File: src/rtl/multdiv_issue_ctrl.sv
// multdiv_issue_ctrl: issues mul/div from X, stalls until md_ready, presents one result beat (optional timeout via MD_TIMEOUT_EN)
module multdiv_issue_ctrl #(
    parameter int MUL_LAT       = 17,
    parameter int DIV_LAT       = 33,
    parameter int TIMEOUT_SLACK = 4,
    parameter int CNT_W         = 7
) (
    input  logic        clock,
    input  logic        reset,
    input  logic [31:0] x_instruction,
    input  logic [31:0] x_opA,
    input  logic [31:0] x_opB,
    input  logic [31:0] md_result,
    input  logic        md_exception,
    input  logic        md_ready,
    output logic        ctrl_mult,
    output logic        ctrl_div,
    output logic [31:0] md_opA,
    output logic [31:0] md_opB,
    output logic        stall,
    output logic        result_valid,
    output logic        result_we,
    output logic [4:0]  result_rd,
    output logic [31:0] result
);
    typedef enum logic [1:0] {IDLE, BUSY, DONE} state_t;
    state_t state;
    logic kind_div, exc_q, is_mul, is_div, issue, timeout;
    logic [4:0] rd;
    logic [31:0] opa_q, opb_q, data_q;
    logic [CNT_W-1:0] cnt, limit;
    // decode mul/div in X; a start is only honoured from IDLE and never during reset
    always_comb begin
        is_mul = x_instruction[31:27] == 5'b00000 && x_instruction[6:2] == 5'b00110;
        is_div = x_instruction[31:27] == 5'b00000 && x_instruction[6:2] == 5'b00111;
        issue  = state == IDLE && (is_mul || is_div) && !reset;
        limit  = kind_div ? CNT_W'(DIV_LAT + TIMEOUT_SLACK) : CNT_W'(MUL_LAT + TIMEOUT_SLACK);
    end
`ifdef MD_TIMEOUT_EN
    assign timeout = state == BUSY && cnt == limit;
`else
    assign timeout = 1'b0 && cnt == limit;
`endif
    // issue/busy/done sequencing and operand/result capture
    always_ff @(posedge clock) begin
        if (reset) begin
            state    <= IDLE;
            cnt      <= '0;
            kind_div <= 1'b0;
            rd       <= '0;
            opa_q    <= '0;
            opb_q    <= '0;
            data_q   <= '0;
            exc_q    <= 1'b0;
        end else begin
            case (state)
                IDLE: if (issue) begin
                    kind_div <= is_div;
                    rd       <= x_instruction[26:22];
                    opa_q    <= x_opA;
                    opb_q    <= x_opB;
                    cnt      <= '0;
                    state    <= BUSY;
                end
                BUSY: begin
                    cnt <= &cnt ? cnt : cnt + 1'b1;
                    if (md_ready) begin
                        data_q <= md_result;
                        exc_q  <= md_exception;
                        state  <= DONE;
                    end else if (timeout) begin
                        exc_q <= 1'b1;
                        state <= DONE;
                    end
                end
                default: state <= IDLE;
            endcase
        end
    end
    // start pulses and stall are combinational; result beat comes from captured state in DONE
    always_comb begin
        ctrl_mult    = issue && is_mul;
        ctrl_div     = issue && is_div;
        stall        = issue || state == BUSY;
        md_opA       = state == IDLE ? (issue ? x_opA : '0) : opa_q;
        md_opB       = state == IDLE ? (issue ? x_opB : '0) : opb_q;
        result_valid = state == DONE;
        result_we    = result_valid && (exc_q || rd != 5'd0);
        result_rd    = !result_valid ? 5'd0 : exc_q ? 5'd30 : rd;
        result       = !result_valid ? 32'd0 : exc_q ? {29'd0, 2'b10, kind_div} : data_q;
    end
endmodule
File: config.mk
export PLATFORM = sky130hd
export DESIGN_NAME = multdiv_issue_ctrl
export DESIGN_NICKNAME = d
export VERILOG_FILES = /design/src/rtl/multdiv_issue_ctrl.sv
export SDC_FILE = /design/constraint.sdc
export NUM_CORES = 1
export LEC_CHECK = 0
export ABC_AREA = 1
export ABC_CLOCK_PERIOD_IN_PS = 2900
export BUFFER_PORTS_ARGS = -buffer_cell sky130_fd_sc_hd__buf_2
export CORE_ASPECT_RATIO = 0.6
export CORE_MARGIN = 4
export CORE_UTILIZATION = 34
export CTS_CLUSTER_DIAMETER = 150
export DETAILED_ROUTE_END_ITERATION = 10
export GPL_TIMING_DRIVEN = 0
export SKIP_CTS_REPAIR_TIMING = 1
export SYNTH_ARGS = -nofsm -noshare
export SYNTH_HDL_FRONTEND = slang
export SYNTH_SLANG_ARGS = --single-unit
File: constraint.sdc
create_clock -name clock -period 2.9 [get_ports clock]
set_input_delay 0.435 -clock clock [delete_from_list [all_inputs] [get_ports clock]]
set_output_delay 0.435 -clock clock [all_outputs]
set_load 0.03 [all_outputs]
==> results summary <==
The flow ran to the end, and the final reports show no timing, DRC or antenna violations. The routed wire length is 14950 µm. The die height came out at ~100 µm.

The count of synthesis-stage warnings from yosys came out at 0. The count of buffers from port buffering came out at 220. The top fanout value on the critical path is 10.

The synthesis-to-finish area growth came out at 33.88%. In this run, the number of DRC markers left after iteration 0 of detailed routing was about 320. In the final design database the tool counted 1034 nets. The final count of hold timing violations was 0. The worst hold path passes through 3 cells. Once the floorplan was initialized, standard cells occupied roughly a third of the core. The fmax is 427.0 MHz. For the worst setup path, the data arrival time is 1.91 ns. The total power of the final layout is 2.793 mW.

The proportion of netlist area held by the largest area contributor came out at 43.65%. The count of nets left with antenna violations once routing finished came out at 0. The detailed-placement wirelength estimate is 11860 µm. In the post-synthesis netlist, the biggest area contributors are dfxtp_1, nand2_1, a21oi_1, nand3_2, nor2_1. The worst register-to-register path has a depth of 7. At the pin with the least slew margin, the transition time is 0.6170 ns.

The final worst-path cycle share came out at about 81%. Dividing total power by cell area gives a power density of 433.1 mW/mm². Traced cell by cell, the critical path runs through inv_2, nand2_1, buf_2, buf_1, nand2_1, nand2_1, buf_2. The number of nets in the synthesized netlist came out at 803. The number of core rows is 33. The type of the tightest min-delay check is input port to flip-flop.

The post-layout worst setup margin is about 0.56 ns. The TritonCTS sink count came out at 105. The area of the mapped netlist is 0.004816 mm². The number of buffers and inverters on the critical path is 4.

The headroom to the max-slew limit is about three fifths. The static leakage power is 3.081 nW. For this run, design rule violations remaining after detail routing come to 0. In this run the clock root is driven by a clkbuf_16. The total global-route track usage came out at 17.97%. The mean instance size in the synthesized netlist came out at 7.177 µm². The total number of H-tree levels is 3.

The routed length per placed instance came out at 13.60 µm. The final setup skew is ~0.0047 ns. The final-report max-slew violation count is 0. The largest stage delay on the critical path came out at ~0.40 ns. The maximum ir drop on the vdd rail is about 0.00027 V. The destination of the worst hold path is rd[4]$_SDFFE_PP0P_.

The ratio of routed vias to standard cells came out at ~4.5. The number of detailed-route iterations in the first pass is 4. The worst setup path is launched from a flip-flop. The slowest cell on the critical path is buf_1.

Grouping stages by cell kind, the critical path spends the most delay in buffers and inverters. The insertion delay of the later-clocked pin in the worst-skew pair is 0.33 ns. Setup violations remaining at the end of the flow were counted as 0. Setup repair after global routing left no endpoint under its margin.

Across the run, the number of max-cap violations was 0. The most repeated library cell on the critical path is nand2_1. Summing over every cut layer, the via total after detailed routing is 4908. The die area came out at 0.01620 mm². The clock passes through at most 2 buffers. The count of state elements after synthesis is between 100 and 150. TritonCTS created 9 clock buffers. The worst hold slack came out at 0.3222 ns. The required time of the critical path came out at 2.47 ns. The core area is 0.01375 mm². At the end of routability-driven placement, the weighted congestion stood at 0.8343.

The number of antenna violations at the first check in global routing is 0. The I/O pin total came out at 238. Across all register-to-register paths, the minimum setup slack is 1.42 ns. The share of post-route cells with drive strength above 1 came out at 33.52%. The largest net degree at the start of global routing came out at 17. The capturing point of the worst reg2reg path is opb_q[20]$_SDFFE_PP0P_. The start point of the worst min-delay path is x_instruction[26].

The time the worst path needs with I/O delays and setup is 2.342 ns. Of the synthesized area, sequential elements account for 43.65%. The aggregate negative setup slack is 0 ns. The instance count of the mapped netlist is between 600 and 700. The worst register-to-register path begins at state[0]$_SDFFE_PP0P_. The number of global-route vias before repair is 4485. The antenna diode count came out at 0. The number of distinct library cells after synthesis is 19.

The CTS tree is yes. The critical path is of the flip-flop to output port type. Before CTS, the worst setup slack after placement is 0.6910 ns. The clock-pin slew on the worst setup and hold paths is 0.07 ns. The wire length of the first global-routing pass came out at 23510 µm. Measured along the x axis, the die boundary spans 161.6 µm. dfxtp_1 takes more of the synthesized area than any other cell. The worst setup path is captured at an output port. The total overflow left after global routing is 0.
## state kept, by name, indices dropped and copies added, names as in the netlist
| name | count |
|---|---|
| exc_q | 1 |
| opa_q | 32 |
| data_q | 32 |
| kind_div | 1 |
| opb_q | 32 |
| state | 2 |
| rd | 5 |
## cells in the mapped netlist
master    instances
nor2_4            1
nand3_2          39
buf_6             8
o21ai_0          35
inv_2             3
nand3_1          29
nor2_2            1
dfxtp_1         105
buf_1             4
nor4_1            1
nand3b_1          1
inv_1            45
clkbuf_1         19
buf_2            14
nor2_1           49
buf_4             2
buf_8             3
nand2_1         208
a21oi_1         104
## layer usage
metal | GRT usage, % | share of wire, %
met5 | 0 | 0
met3 | 5.006 | 7.8
met2 | 23.96 | 38
met4 | 3.314 | 0.58
met1 | 28.51 | 54
## cells by family after synthesis
| group | count (synthesis) | share of synthesized area, % |
|---|---|---|
| compound gates | 139 | 14.45 |
| buf+inv | 98 | 10.11 |
| flops | 105 | 43.65 |
| simple gates | 329 | 31.80 |
## cells in the final DEF (no fill, tap or decap), types with 2 or more instances in the layout
| master | count |
|---|---|
| inv_1 | 45 |
| nor2_1 | 49 |
| nand3_2 | 39 |
| dfxtp_1 | 105 |
| clkinvlp_4 | 2 |
| buf_4 | 2 |
| buf_6 | 8 |
| clkbuf_16 | 9 |
| buf_1 | 4 |
| buf_8 | 3 |
| buf_2 | 234 |
| nand2_1 | 208 |
| o21ai_0 | 35 |
| inv_2 | 3 |
| clkbuf_1 | 22 |
| a21oi_1 | 104 |
| nand3_1 | 29 |
## stage by stage
stage	area (µm²)	instances	util [%]
6_report	6447	1099	46.89
5_1_grt	6447	1099	46.89
4_1_cts	6447	1099	46.89
3_5_place_dp	6157	1083	44.78
3_3_place_gp	6157	1083	44.78
2_1_floorplan	4816	671	-
## how the worst max path moves through the flow
| stage | from | end | slack (ns) | cells after the start |
|---|---|---|---|---|
| CTS | state[1]$_SDFFE_PP0P_ | md_opB[12] | 0.53 | 7 |
| finish | state[1]$_SDFFE_PP0P_ | md_opB[12] | 0.56 | 7 |
| detailed placement | x_instruction[31] | md_opB[12] | 0.69 | 9 |
| global placement | x_instruction[31] | md_opB[12] | 0.67 | 9 |
| floorplan | state[1]$_SDFFE_PP0P_ | result[10] | 0.76 | 5 |
| global route | state[0]$_SDFFE_PP0P_ | md_opB[14] | 0.36 | 7 |
## power breakdown
group | internal, mW | switching, mW
logic | 0.0724 | 0.0873
clock network | 0.672 | 0.518
registers | 1.44 | 0.000424
## worst register-to-register path, cell delays in order, from the launching register on
cell and delay (ns):
dfxtp_1 0.32, inv_2 0.06, nand2_1 0.08, nor2_2 0.22, buf_4 0.26, buf_6 0.19, nand3_2 0.13, a21oi_1 0.16
## final cells by class
class	instances	area [µm²]
Inverter	48	180.2
Sequential cell	105	2102
Timing Repair Buffer	220	1101
Tap cell	192	240.2
Buffer	50	306.5
Clock inverter	4	53.80
Clock buffer	12	236.5
Fill cell	1445	7302
Multi-Input combinational cell	468	2227
Power figures use the tool's default switching activity.
